## src/rtl/upg_pkg.sv

```systemverilog
// Shared types and sizing for the UART upgrade loader.
// The optional checksum stage (UPG_LOADER_CHECKSUM_EN) uses the S_CHK encoding.
package upg_pkg;

    localparam int unsigned HDR_LEN        = 2;
    localparam int unsigned BYTES_PER_WORD = 4;
    localparam int unsigned WORD_W         = 8 * BYTES_PER_WORD;
    localparam int unsigned DEFAULT_DEPTH  = 16384;
    localparam int unsigned DEFAULT_ADDR_W = 14;

    typedef enum logic [2:0] {
        S_IDLE  = 3'd0,
        S_LEN0  = 3'd1,
        S_LEN1  = 3'd2,
        S_BYTE  = 3'd3,
        S_WRITE = 3'd4,
        S_CHK   = 3'd5,
        S_DONE  = 3'd6,
        S_ERR   = 3'd7
    } state_t;

endpackage

```

## src/rtl/word_packer.sv

```systemverilog
// Little-endian 8-to-32 packer: byte k of a word lands in bits [8k+7:8k].
module word_packer
    import upg_pkg::*;
(
    input  logic              clk,
    input  logic              rst_n,
    input  logic              clr,
    input  logic              push,
    input  logic [7:0]        din,
    output logic [WORD_W-1:0] word,
    output logic              word_full_c
);

    localparam int unsigned IDX_W = $clog2(BYTES_PER_WORD);

    logic [IDX_W-1:0] idx;

    assign word_full_c = push && (idx == IDX_W'(BYTES_PER_WORD - 1));

    // Shift right so the first byte ends up in the low lane after a full word.
    always_ff @(posedge clk or negedge rst_n) begin
        if (!rst_n) begin
            word <= '0;
            idx  <= '0;
        end else if (clr) begin
            idx <= '0;
        end else if (push) begin
            word <= {din, word[WORD_W-1:8]};
            idx  <= idx + IDX_W'(1);
        end
    end

endmodule

```

## src/rtl/upg_loader.sv

```systemverilog
// UART-driven instruction-memory loader: length header, word packing, write strobes.
// Define UPG_LOADER_CHECKSUM_EN to require a trailing XOR checksum byte.
module upg_loader
    import upg_pkg::*;
#(
    parameter int unsigned ADDR_W      = DEFAULT_ADDR_W,
    parameter int unsigned DEPTH       = DEFAULT_DEPTH,
    parameter logic [23:0] TIMEOUT_CYC = 24'd10_000_000
) (
    input  logic              upg_clk_i,
    input  logic              upg_rst_n_i,
    input  logic              start_i,
    input  logic [7:0]        rx_dat_i,
    input  logic              rx_vld_i,
    output logic              rx_rdy_o,
    output logic              upg_wen_o,
    output logic [ADDR_W-1:0] upg_adr_o,
    output logic [WORD_W-1:0] upg_dat_o,
    output logic              upg_done_o,
    output logic              busy_o,
    output logic              err_o,
    output logic [ADDR_W-1:0] word_cnt_o
);

    localparam int unsigned LEN_W = 17;
    localparam int unsigned TO_W  = 24;
`ifdef UPG_LOADER_CHECKSUM_EN
    localparam state_t END_ST = S_CHK;
`else
    localparam state_t END_ST = S_DONE;
`endif

    state_t           state;
    state_t           next_state;
    logic [7:0]       len_lo;
    logic [15:0]      len;
    logic [TO_W-1:0]  to_cnt;
    logic             accept_c;
    logic             sess_start_c;
    logic             timed_c;
    logic             timeout_c;
    logic             word_full_c;
    logic [LEN_W-1:0] len_hdr_c;
    logic [LEN_W-1:0] cnt_inc_c;
`ifdef UPG_LOADER_CHECKSUM_EN
    logic [7:0]       csum;
`endif

    assign accept_c     = rx_vld_i && rx_rdy_o;
    assign sess_start_c = start_i && (state == S_IDLE || state == S_DONE || state == S_ERR);
    assign timed_c      = (state == S_LEN0) || (state == S_LEN1) || (state == S_BYTE) || (state == S_CHK);
    assign timeout_c    = (TIMEOUT_CYC != '0) && (to_cnt == TIMEOUT_CYC - TO_W'(1));
    assign len_hdr_c    = {1'b0, rx_dat_i, len_lo};
    assign cnt_inc_c    = LEN_W'(word_cnt_o) + LEN_W'(1);

    word_packer u_packer (
        .clk         (upg_clk_i),
        .rst_n       (upg_rst_n_i),
        .clr         (sess_start_c),
        .push        (accept_c && state == S_BYTE),
        .din         (rx_dat_i),
        .word        (upg_dat_o),
        .word_full_c (word_full_c)
    );

    // State register; status outputs are registered decodes of the next state.
    always_ff @(posedge upg_clk_i or negedge upg_rst_n_i) begin
        if (!upg_rst_n_i) begin
            state      <= S_IDLE;
            rx_rdy_o   <= 1'b0;
            upg_wen_o  <= 1'b0;
            busy_o     <= 1'b0;
            upg_done_o <= 1'b0;
            err_o      <= 1'b0;
        end else begin
            state      <= next_state;
            rx_rdy_o   <= (next_state == S_LEN0) || (next_state == S_LEN1) ||
                          (next_state == S_BYTE) || (next_state == S_CHK);
            upg_wen_o  <= (next_state == S_WRITE);
            busy_o     <= !((next_state == S_IDLE) || (next_state == S_DONE) || (next_state == S_ERR));
            upg_done_o <= (next_state == S_DONE);
            err_o      <= (next_state == S_ERR);
        end
    end

    always_comb begin
        next_state = state;
        unique case (state)
            S_IDLE: if (start_i) next_state = S_LEN0;
            S_LEN0: begin
                if (accept_c)       next_state = S_LEN1;
                else if (timeout_c) next_state = S_ERR;
            end
            S_LEN1: begin
                if (accept_c) begin
                    if (len_hdr_c == '0)                 next_state = END_ST;
                    else if (len_hdr_c > LEN_W'(DEPTH))  next_state = S_ERR;
                    else                                 next_state = S_BYTE;
                end else if (timeout_c) begin
                    next_state = S_ERR;
                end
            end
            S_BYTE: begin
                if (word_full_c)                 next_state = S_WRITE;
                else if (!accept_c && timeout_c) next_state = S_ERR;
            end
            S_WRITE: next_state = (cnt_inc_c == {1'b0, len}) ? END_ST : S_BYTE;
`ifdef UPG_LOADER_CHECKSUM_EN
            S_CHK: begin
                if (accept_c)       next_state = (rx_dat_i == csum) ? S_DONE : S_ERR;
                else if (timeout_c) next_state = S_ERR;
            end
`endif
            S_DONE, S_ERR: if (start_i) next_state = S_LEN0;
            default: next_state = S_IDLE;
        endcase
    end

    // Session datapath: header capture, address/count, inactivity timer.
    always_ff @(posedge upg_clk_i or negedge upg_rst_n_i) begin
        if (!upg_rst_n_i) begin
            len_lo     <= '0;
            len        <= '0;
            upg_adr_o  <= '0;
            word_cnt_o <= '0;
            to_cnt     <= '0;
        end else begin
            if (sess_start_c) begin
                upg_adr_o  <= '0;
                word_cnt_o <= '0;
            end else if (state == S_WRITE) begin
                upg_adr_o  <= upg_adr_o + ADDR_W'(1);
                word_cnt_o <= word_cnt_o + ADDR_W'(1);
            end
            if (accept_c && state == S_LEN0) len_lo <= rx_dat_i;
            if (accept_c && state == S_LEN1) len    <= len_hdr_c[15:0];
            if (timed_c && !accept_c && !sess_start_c) to_cnt <= to_cnt + TO_W'(1);
            else                                       to_cnt <= '0;
        end
    end

`ifdef UPG_LOADER_CHECKSUM_EN
    // Running XOR over data bytes only; header bytes are excluded.
    always_ff @(posedge upg_clk_i or negedge upg_rst_n_i) begin
        if (!upg_rst_n_i)                   csum <= '0;
        else if (sess_start_c)              csum <= '0;
        else if (accept_c && state == S_BYTE) csum <= csum ^ rx_dat_i;
    end
`endif

endmodule
```

## config.mk

```make
export PLATFORM = sky130hd
export DESIGN_NAME = upg_loader
export DESIGN_NICKNAME = d
export VERILOG_FILES = /design/src/rtl/upg_pkg.sv /design/src/rtl/word_packer.sv /design/src/rtl/upg_loader.sv
export SDC_FILE = /design/constraint.sdc
export NUM_CORES = 1
export LEC_CHECK = 0
export CAP_MARGIN = 20
export CORE_MARGIN = 2
export CORE_UTILIZATION = 45
export CTS_CLUSTER_DIAMETER = 50
export DETAILED_ROUTE_END_ITERATION = 10
export PLACE_DENSITY = 0.7
export SYNTH_ARGS = -nofsm -noshare
export SYNTH_HDL_FRONTEND = slang
export SYNTH_SLANG_ARGS = --single-unit
```

## constraint.sdc

```tcl
create_clock -name upg_clk_i -period 2.2 [get_ports upg_clk_i]
set_input_delay 0.44 -clock upg_clk_i [delete_from_list [all_inputs] [get_ports upg_clk_i]]
set_output_delay 0.44 -clock upg_clk_i [all_outputs]
set_load 0.01 [all_outputs]
```

Word level (Yosys, flattened, before mapping)

Index checks and enable logic that the tools add are counted.
W data, S select, Z words.

Multiplexer cells: 17
Equality and inequality tests: 17
$add $sub $neg: 5
Magnitude comparators: 1
Reduce and logical (&&, ||, !) cells: 29
Bitwise logic cells: 1

Operators by type and width:

| operator                | number |
|---|---|
| $mux W14                | 4 |
| $add A14 B1 Y14 const B | 2 |
| $mux W3                 | 9 |
| $add A24 B1 Y24 const B | 1 |
| $eq A24 B24 Y1 const B  | 1 |
| $eq A3 B3 Y1 const B    | 8 |
| $mux W24                | 1 |
| $logic_not A17 Y1       | 1 |
| $eq A15 B16 Y1          | 1 |
| $gt A16 B15 Y1 const B  | 1 |
| $add A14 B1 Y15 const B | 1 |
| $pmux W3 S5             | 1 |
| $eq A3 B2 Y1 const B    | 4 |
| $logic_or A1 B1 Y1      | 10 |
| $logic_and A1 B1 Y1     | 9 |
| $eq A3 B1 Y1 const B    | 2 |
| $logic_not A3 Y1        | 2 |
| $mux W2                 | 2 |
| $reduce_bool A2 Y1      | 2 |
| $logic_not A1 Y1        | 3 |
| $reduce_or A3 Y1        | 1 |
| $add A2 B1 Y2 const B   | 1 |
| $eq A2 B2 Y1 const B    | 1 |
| $reduce_and A2 Y1       | 1 |
| $not A1 Y1              | 1 |

Output and inout port bits: 65
Logic and storage cells: 83
Register bits: 118

Logic depth before layout (Yosys ltp)

Gate-level depths: netlist of the first run.

Depth after elaboration: 10
Depth in mapped cells: 8
Depth with buffers taken out: 8

Modules after synthesis

Synthesis of the first run repeated with hierarchy kept, for this count alone.

Cell total of the unflattened synthesis: 527
Area total of the unflattened synthesis: 5,945.7 sq um

Modules (own cells, without submodules):

| module      | cells an instance | sequential area each (sq um) | area each (sq um) | times used |
|---|---|---|---|---|
| upg_loader  | 450               | 2,102.0                      | 4,490.6           | 1 |
| word_packer | 77                | 850.8                        | 1,455.1           | 1 |

Worst setup path before layout of the first run

OpenSTA, ideal clock, no wires.

Kind: register to register
From: reg word_cnt_o[0]
To: reg busy_o
Arrival time: 2,245 ps
Setup time: 126 ps
Required time: 2,074 ps
Period minus slack after synthesis: 2,371 ps
Setup slack: -171 ps
Stages on the path, launching flop included: 8
Path through: dfrtp_1 -> ha_1 -> xor2_1 -> or4_1 -> a2111o_1 -> nor4_4 -> o21ai_2 -> o31a_2

Longest elaborated chain between the ends: 8

RTL lines:

| element                                                 | line              | text |
|---|---|---|
| from (decl)                                             | upg_loader.sv:22  | `output logic [ADDR_W-1:0] word_cnt_o` |
| from (signal assigned)                                  | upg_loader.sv:133 | `word_cnt_o <= word_cnt_o + ADDR_W'(1);` |
| $add A14 B1 Y15 (*)                                     | upg_loader.sv:54  | `assign cnt_inc_c = LEN_W'(word_cnt_o) + LEN_W'(1);` |
| $eq A15 B16 Y1 (*)                                      | upg_loader.sv:107 | `S_WRITE: next_state = (cnt_inc_c == {1'b0, len}) ? END_ST : S_BYTE;` |
| $mux W3 (*)                                             | upg_loader.sv:107 |  |
| $pmux W3 S5 (*)                                         | upg_loader.sv:88  | `unique case (state)` |
| $eq A3 B3 Y1 / $logic_not A3 Y1 (equally long branches) | upg_loader.sv:80  | `busy_o <= !((next_state == S_IDLE) \|\| (next_state == S_DONE) \|\| (next_state == S_ERR));` |
| $logic_or A1 B1 Y1                                      | upg_loader.sv:80  |  |
| $logic_or A1 B1 Y1 (*)                                  | upg_loader.sv:80  |  |
| $logic_not A1 Y1 (*)                                    | upg_loader.sv:80  |  |
| to (signal assigned)                                    | upg_loader.sv:80  |  |
| to (decl)                                               | upg_loader.sv:20  | `output logic busy_o,` |

Mark *: on every way between the ends. The rest lies on a longest branch, timed or not.
A chain may end at the register's enable or synchronous reset.

Final worst setup path of the first run

Ends and elaborated chain as after synthesis.

==> results of run 1 <==
[per-stage QoR]
stage | instance area, µm² | utilization | worst slack (ns) | setup TNS [ns] | hold WS, ns
2_1_floorplan | 5700 | - | 0.0246 | 0 | 0.144
3_3_place_gp | 6960 | 0.559 | -0.285 | -1.32 | 0.367
3_5_place_dp | 6960 | 0.559 | -0.329 | -1.56 | 0.372
4_1_cts | 7650 | 0.614 | -0.0382 | -0.0993 | 0.475
5_1_grt | 7670 | 0.616 | -0.117 | -0.374 | 0.497
6_report | 7670 | 0.616 | -0.0364 | -0.0551 | 0.483
[area by class of cell]
class	instances	area (µm²)
multi-input cells	372	2610
fillers	1003	4790
repair buffers	129	1190
flip-flops and latches	118	2960
clock buffers	19	443
well taps	172	215
inverters	10	37.5
clock inverters	13	228
[state kept, by name, summed over array words and instances, names as in the netlist, 2 cells and up]
register       cells
to_cnt            24
u_packer.idx       2
u_packer.word     32
state              3
len               16
word_cnt_o        14
upg_adr_o         14
len_lo             8
[timing repair]
| action | CTS | global route |
|---|---|---|
| resized for setup | 1 | 7 |
| hold buffers | 1 | 0 |
| pin swaps | 0 | 0 |
| hold endpoints to repair | 21 | 0 |
| setup endpoints to repair | 3 | 6 |
| gates cloned | 0 | 0 |
[cell usage after synthesis (all sizes together) (3+ instances only)]
cell type    n  area, µm²
a2111o       3       33.8
a21oi       19       95.1
a31oi        5       31.3
and2         3       18.8
and3         9       58.8
and4         3       28.8
buf          4       22.5
clkbuf      19        104
dfrtp      118       2950
ha           4       50.1
inv         10       37.5
mux2        58        653
nand2       31        116
nand3       27        148
nand4       10       77.6
nor2        62        233
nor3         9       50.1
nor4         9       71.3
o211ai       3       22.5
o21ai       26        134
o22ai        3       18.8
o31a         3       28.8
or3         11       68.8
xnor2       29        254
xor2        20        175
[cell usage in the layout, fill, tap and decap left out, types with 8 or more instances in the layout]
| cell | n |
|---|---|
| nand3_1 | 26 |
| xnor2_1 | 29 |
| o21ai_0 | 24 |
| buf_4 | 50 |
| mux2_2 | 58 |
| xor2_1 | 20 |
| a21oi_1 | 19 |
| clkdlybuf4s50_1 | 75 |
| or3_1 | 11 |
| clkbuf_16 | 17 |
| nor3_1 | 8 |
| nand2_1 | 31 |
| inv_1 | 10 |
| nor2_1 | 61 |
| nand4_1 | 9 |
| dfrtp_1 | 114 |
[kinds of logic (layout without fill, tap and decap cells)]
logic type | Yosys count | after routing | synth area share
AND/OR/NAND/NOR | 186 | 186 | 0.169
flip-flops | 118 | 118 | 0.519
multiplexers | 58 | 58 | 0.115
buffers and inverters | 33 | 171 | 0.0288
AO/OA/AOI/OAI | 75 | 75 | 0.0832
XOR/XNOR | 49 | 49 | 0.0755
adder cells (fa/ha/maj) | 4 | 4 | 0.00881
[where the power goes]
part | internal (mW) | leakage [nW] | switching, mW
Clock | 2.15 | 0.311 | 0.970
Sequential | 2.93 | 1.50 | 0.704
Combinational | 2.16 | 1.38 | 1.63
[worst paths after layout]
path                                           start                        end  slack, ns  cells past startpoint
max                        word_cnt_o[0]$_DFFE_PN0P_           busy_o$_DFF_PN0_      -0.04                      8
min in group upg_clk_i           to_cnt[0]$_DFF_PN0_        to_cnt[0]$_DFF_PN0_       0.50                      1
min reg2reg                      to_cnt[0]$_DFF_PN0_        to_cnt[0]$_DFF_PN0_       0.50                      1
min                                      upg_rst_n_i  word_cnt_o[6]$_DFFE_PN0P_       0.48                      2
max in group asynchronous                upg_rst_n_i       to_cnt[14]$_DFF_PN0_       1.03                      3
max reg2reg                word_cnt_o[0]$_DFFE_PN0P_           busy_o$_DFF_PN0_      -0.04                      8
[per-layer routing]
| metal | GRT usage | vias up |
|---|---|---|
| met5 | 0 | - |
| met4 | 0.0841 | 0 |
| met3 | 0.0623 | 13 |
| met2 | 0.323 | 116 |
| met1 | 0.276 | 2201 |
| li1 | - | 2112 |
[worst max-delay path: stages (launching register included)]
cell	delay, ns
dfrtp_2	0.42
ha_4	0.25
xor2_1	0.13
or4_1	0.46
a2111o_1	0.34
buf_6	0.14
nor4_4	0.16
o21ai_2	0.11
o31a_2	0.12
==> flow_metrics.env, run 1 <==
export IMPL_tritoncts="built"
export IMPL_slew_violations=0
export IMPL_synthesis_area_um2=5680
export IMPL_stdcell_count=833
export IMPL_synth_seq_area_share=0.519
export IMPL_post_cts_setup_buffers=0
export IMPL_top_layer_used="met4"
export IMPL_ys_flop_type="dfrtp_1"
export IMPL_max_slew_margin=0.588
export IMPL_grt_pass1_wl_mm=21.7
export IMPL_hold_path_class="input port to async pin"
export IMPL_grt_max_degree=75
export IMPL_antenna_found_initial=0
export IMPL_p_leak_nw=3.20
export IMPL_wire_per_inst_um=15.7
export IMPL_violations="setup timing"
export IMPL_io_pins=77
export IMPL_cp_start_kind="flip-flop"
export IMPL_overflow=0
export IMPL_dp_cells=800
export IMPL_place_gp_congestion=0.884
export IMPL_die_h_um=116
export IMPL_yosysWarningCount=0
export IMPL_start_util=0.456
export IMPL_power_density_nw_per_um2=1370
export IMPL_core_area_um2=12500
export IMPL_antenna_cells=0
export IMPL_clockBufferDepth=2
export IMPL_wl_met3_um=662
export IMPL_final_hold_violation_count=0
export IMPL_min_period_ns=2.24
export IMPL_die_x_um=116
export IMPL_grt_pass1_vias=4427
export IMPL_synth_cells=523
export IMPL_worstSetupEndpointType="flip-flop"
export IMPL_layout_drive_gt1_share=0.250
export IMPL_clkSinkCount=118
export IMPL_path_class="flip-flop to flip-flop"
export IMPL_clkTransAtPathRegs_ns=0.05
export IMPL_dieArea_um2=13500
export IMPL_synth_edf_count=0
export IMPL_antenna_left=0
export IMPL_syn_to_final_growth_pct=35.0
export IMPL_via_per_inst=5.33
export IMPL_rsz0062_at_grt="true"
export IMPL_cts_root_buf="clkbuf_16"
export IMPL_path_max_fanout=4
export IMPL_arrival_ns=2.53
export IMPL_num_vias=4442
export IMPL_setup_ws_ns=-0.0364
export IMPL_drtPass1Iterations=4
export IMPL_finalCritPeriodShare=1.02
export IMPL_ir_drop_mv=0.772
export IMPL_wl_met1_mm=6.01
export IMPL_synth_nets=539
export IMPL_post_route_drc_count=0
export IMPL_grt_use_total=0.208
export IMPL_dr_wl_met2_mm=6.19
export IMPL_finish_net_count=664
export IMPL_maxCapViolations=0
export IMPL_skew_ns=0.00752
export IMPL_clk_latency_ns=0.41
export IMPL_port_buffers=76
export IMPL_tightest_slew_ns=0.617
export IMPL_cts_buffers=17
export IMPL_status="complete, but fails checks"
export IMPL_async_reset_ff_frac=1.00
export IMPL_synth_seq_cells=118
export IMPL_drt_total_wl_mm=13.0
export IMPL_h_tree_depth=4
export IMPL_avgSynthCellArea_um2=10.9
export IMPL_synthDistinctLibCells=57
export IMPL_dp_hpwl_mm=9.39
export IMPL_critPathRequiredTime_ns=2.49
export IMPL_power_mw=10.5
export IMPL_fmax_mhz=447
export IMPL_finalSetupViolCount=2
export IMPL_rows=41
export IMPL_drt_first_iter_violations=189
Note: power is estimated with default switching activity, not from simulation.
==> run 2, diff against run 1 <==
--- a/config.mk
+++ b/config.mk
@@ -6,11 +6,12 @@
 export NUM_CORES = 1
 export LEC_CHECK = 0
 export CAP_MARGIN = 20
-export CORE_MARGIN = 2
+export CORE_MARGIN = 5
 export CORE_UTILIZATION = 45
 export CTS_CLUSTER_DIAMETER = 50
 export DETAILED_ROUTE_END_ITERATION = 10
 export PLACE_DENSITY = 0.7
 export SYNTH_ARGS = -nofsm -noshare
 export SYNTH_HDL_FRONTEND = slang
+export SYNTH_HIERARCHICAL = 1
 export SYNTH_SLANG_ARGS = --single-unit
==> run 2 against run 1 <==
The run now ends clean. Critical path depth shrank 1. Total power rose by 5.3%. Design area rose by 3.3%. Synthesized area up 4.6%. Register-to-register slack improved by 0.099 ns. First-iteration DRC count is the same. Sequential power up 1%. Critical path type unchanged.
==> flow_metrics.env, run 2 <==
export IMPL_clk_latency_ns=0.42
export IMPL_num_vias=4446
export IMPL_antenna_cells=0
export IMPL_grt_use_total=0.182
export IMPL_place_gp_congestion=0.860
export IMPL_crit_buf_inv=1
export IMPL_h_tree_depth=4
export IMPL_via_per_inst=5.31
export IMPL_power_internal_mw=7.45
export IMPL_crit_start="word_cnt_o[8]$_DFFE_PN0P_"
export IMPL_regMostFlops="u_packer/word"
export IMPL_final_hold_violation_count=0
export IMPL_power_frac_comb=0.409
export IMPL_die_x_um=125
export IMPL_fmax_mhz=468
export IMPL_antenna_left=0
export IMPL_drt_first_iter_violations=189
export IMPL_synth_cells=527
export IMPL_p_sw_mw=3.65
export IMPL_ir_drop_mv=0.639
export IMPL_status="finished, final reports clean"
export IMPL_grt_max_degree=48
export IMPL_post_route_drc_count=0
export IMPL_synthesis_area_um2=5950
export IMPL_seqPwrFrac=0.331
export IMPL_p_leak_nw=3.42
export IMPL_worstSetupEndpointType="flip-flop"
export IMPL_clockPowerShare=0.259
export IMPL_synth_most_common_cell="dfrtp_1"
export IMPL_arrival_ns=2.49
export IMPL_fin_util=0.606
export IMPL_ys_flop_type="dfrtp_1"
export IMPL_rsz0062_at_grt="true"
export IMPL_grt_pass1_vias=4619
export IMPL_cts_buffers=17
export IMPL_synth_edf_count=0
export IMPL_skew_ns=0.0112
export IMPL_grt_pass1_wl_mm=23.2
export IMPL_dieArea_um2=15600
export IMPL_wire_per_inst_um=16.6
export IMPL_max_slew_margin=0.617
export IMPL_path_class="flip-flop to flip-flop"
export IMPL_rows=42
export IMPL_tightest_slew_ns=0.573
export IMPL_clkSinkCount=118
export IMPL_synth_top_area_frac=0.497
export IMPL_critPathRequiredTime_ns=2.56
export IMPL_timing_rr_start="word_cnt_o[8]$_DFFE_PN0P_"
export IMPL_min_period_ns=2.14
export IMPL_synth_top_cells_by_area="dfrtp_1 (50%), mux2_4 (7.6%), mux2_2 (4.9%), nor2_1 (3.8%), xor2_1 (3.7%)"
export IMPL_finalCritPeriodShare=0.971
export IMPL_finalSetupViolCount=0
export IMPL_placed_area_um2=7160
export IMPL_final_common_cell="dfrtp_1"
export IMPL_synth_seq_area_share=0.497
export IMPL_place_ws_ns=-0.312
export IMPL_syn_to_final_growth_pct=33.3
export IMPL_fillers=1020
export IMPL_cp_slowest_stage_delay_ns=0.40
export IMPL_path_cells="buf_6, or2b_1, a2111oi_4, nor3_2, or3_4, o31ai_4, and3_1"
export IMPL_drtPass1Iterations=6
export IMPL_drt_total_wl_mm=13.9
export IMPL_yosysWarningCount=6
export IMPL_cpMaxStageDelayCell="dfrtp_1"
export IMPL_finish_net_count=665
export IMPL_avgSynthCellArea_um2=11.3
export IMPL_setup_ws_ns=0.0629
export IMPL_clkTransAtPathRegs_ns=0.06
export IMPL_synth_seq_cells=118
export IMPL_async_reset_ff_frac=1.00
export IMPL_die_h_um=125
export IMPL_path_max_fanout=5
export IMPL_maxCapViolations=0
export IMPL_worstHoldStart="to_cnt[0]$_DFF_PN0_"
export IMPL_hold_path_class="flip-flop to flip-flop"
export IMPL_cp_start_kind="flip-flop"
export IMPL_mostFrequentLayoutCells="dfrtp_1 (117), clkdlybuf4s50_1 (75), nor2_1 (60), buf_4 (45), nand2_1 (32)"
export IMPL_tritoncts="built"
export IMPL_layout_drive_gt1_share=0.260
export IMPL_ys_top_cells_by_count="dfrtp_1 (118), nor2_1 (60), nand2_1 (32)"
export IMPL_slew_violations=0
export IMPL_largestRegisters="u_packer/word: 32 flops, to_cnt: 24 flops, len: 16 flops"
export IMPL_synthDistinctLibCells=67
export IMPL_crit_family="simple AND/OR/NAND/NOR gates"
export IMPL_cts_root_buf="clkbuf_16"
export IMPL_core_area_um2=13100
export IMPL_clockBufferDepth=2
export IMPL_regArea_um2=2950
export IMPL_start_util=0.454
export IMPL_port_buffers=76
export IMPL_largest_reg_flops=32
export IMPL_synth_top_area_cell="dfrtp_1"
export IMPL_dp_hpwl_mm=9.62
export IMPL_r2r_slack_ns=0.06
export IMPL_overflow=0
export IMPL_io_pins=77
export IMPL_fin_area_um2=7930
export IMPL_power_density_nw_per_um2=1400
export IMPL_p_sw_frac=0.329
export IMPL_multi_input_area_um2=2920
export IMPL_synth_nets=543
export IMPL_antenna_found_initial=0
## run 2: changes by cell type after synthesis, moves of 4 or more
| cell | change |
|---|---|
| o21ai_0 | -6 |
| o21ai_1 | +5 |
| xor2_1 | +5 |
| mux2_4 | +30 |
| xnor2_1 | -6 |
| nand4_1 | +5 |
| nor2b_1 | +5 |
| mux2i_1 | +4 |
| or3_1 | -4 |
| nand3_1 | -10 |
| and3_1 | +6 |
| mux2_2 | -32 |
## run 2: what timing repair did
action	CTS	global route
hold buffers	1	0
buffers inserted	2	2
endpoints found under the setup margin	2	4
hold endpoints to repair	33	0
pin swaps	5	3
cloned	0	0
gates resized for setup	3	14
## run 2: area by class of cell
type / count / share of cell area
timing repair buffer: 126 / 0.150
clock inverter: 10 / 0.0185
tap: 176 / 0.0278
inverter: 7 / 0.00331
clock buffer: 22 / 0.0598
multi-input combinational: 379 / 0.368
sequential: 118 / 0.373
## run 2: routing by layer
layer | wire [µm] | track usage
met1 | 6490 | 0.247
met2 | 6490 | 0.281
met3 | 783 | 0.0554
met4 | 151 | 0.0587
met5 | 0 | 0
## run 2: final timing paths
check | end | cells after the start
max | upg_done_o$_DFF_PN0_ | 7
max reg2reg | upg_done_o$_DFF_PN0_ | 7
max in group asynchronous | word_cnt_o[0]$_DFFE_PN0P_ | 3
min | to_cnt[0]$_DFF_PN0_ | 1
min reg2reg | to_cnt[0]$_DFF_PN0_ | 1
min in group asynchronous | u_packer/word[0]$_DFFE_PN0P_ | 2
## run 2: kinds of logic after synthesis
logic type | share of synthesized area
buffers and inverters | 0.0330
AO/OA/AOI/OAI | 0.0795
AND/OR/NAND/NOR | 0.180
adder cells (fa/ha/maj) | 0.00842
multiplexers | 0.132
XOR/XNOR | 0.0707
flip-flops | 0.497
## run 2: worst reg2reg max path, delay by kind of cell (launching register included)
family | cells | cell delay (ns)
flops | 1 | 0.40
buf+inv | 1 | 0.13
compound gates | 2 | 0.61
simple gates | 4 | 0.92
## run 2: through the flow
step / std cells / TNS (ns) / hold WS [ns] / power (mW)
after floorplan: 527 / 0 / 0.144 / 6.23
after global placement: 801 / -2.49 / 0.426 / 7.90
after detailed placement: 801 / -3.60 / 0.426 / 8.05
after CTS: 836 / 0 / 0.509 / 11.1
after global routing: 838 / -0.0379 / 0.528 / 11.7
final: 838 / 0 / 0.499 / 11.1
## run 2: power by group through the flow
stage / Clock (mW) / Sequential (mW) / Combinational [mW]
2_1_floorplan: 0 / 3.77 / 2.47
3_3_place_gp: 0 / 3.66 / 4.24
4_1_cts: 2.93 / 3.67 / 4.47
5_1_grt: 3.04 / 3.79 / 4.88
6_report: 2.88 / 3.68 / 4.55
3_5_place_dp: 0 / 3.70 / 4.35
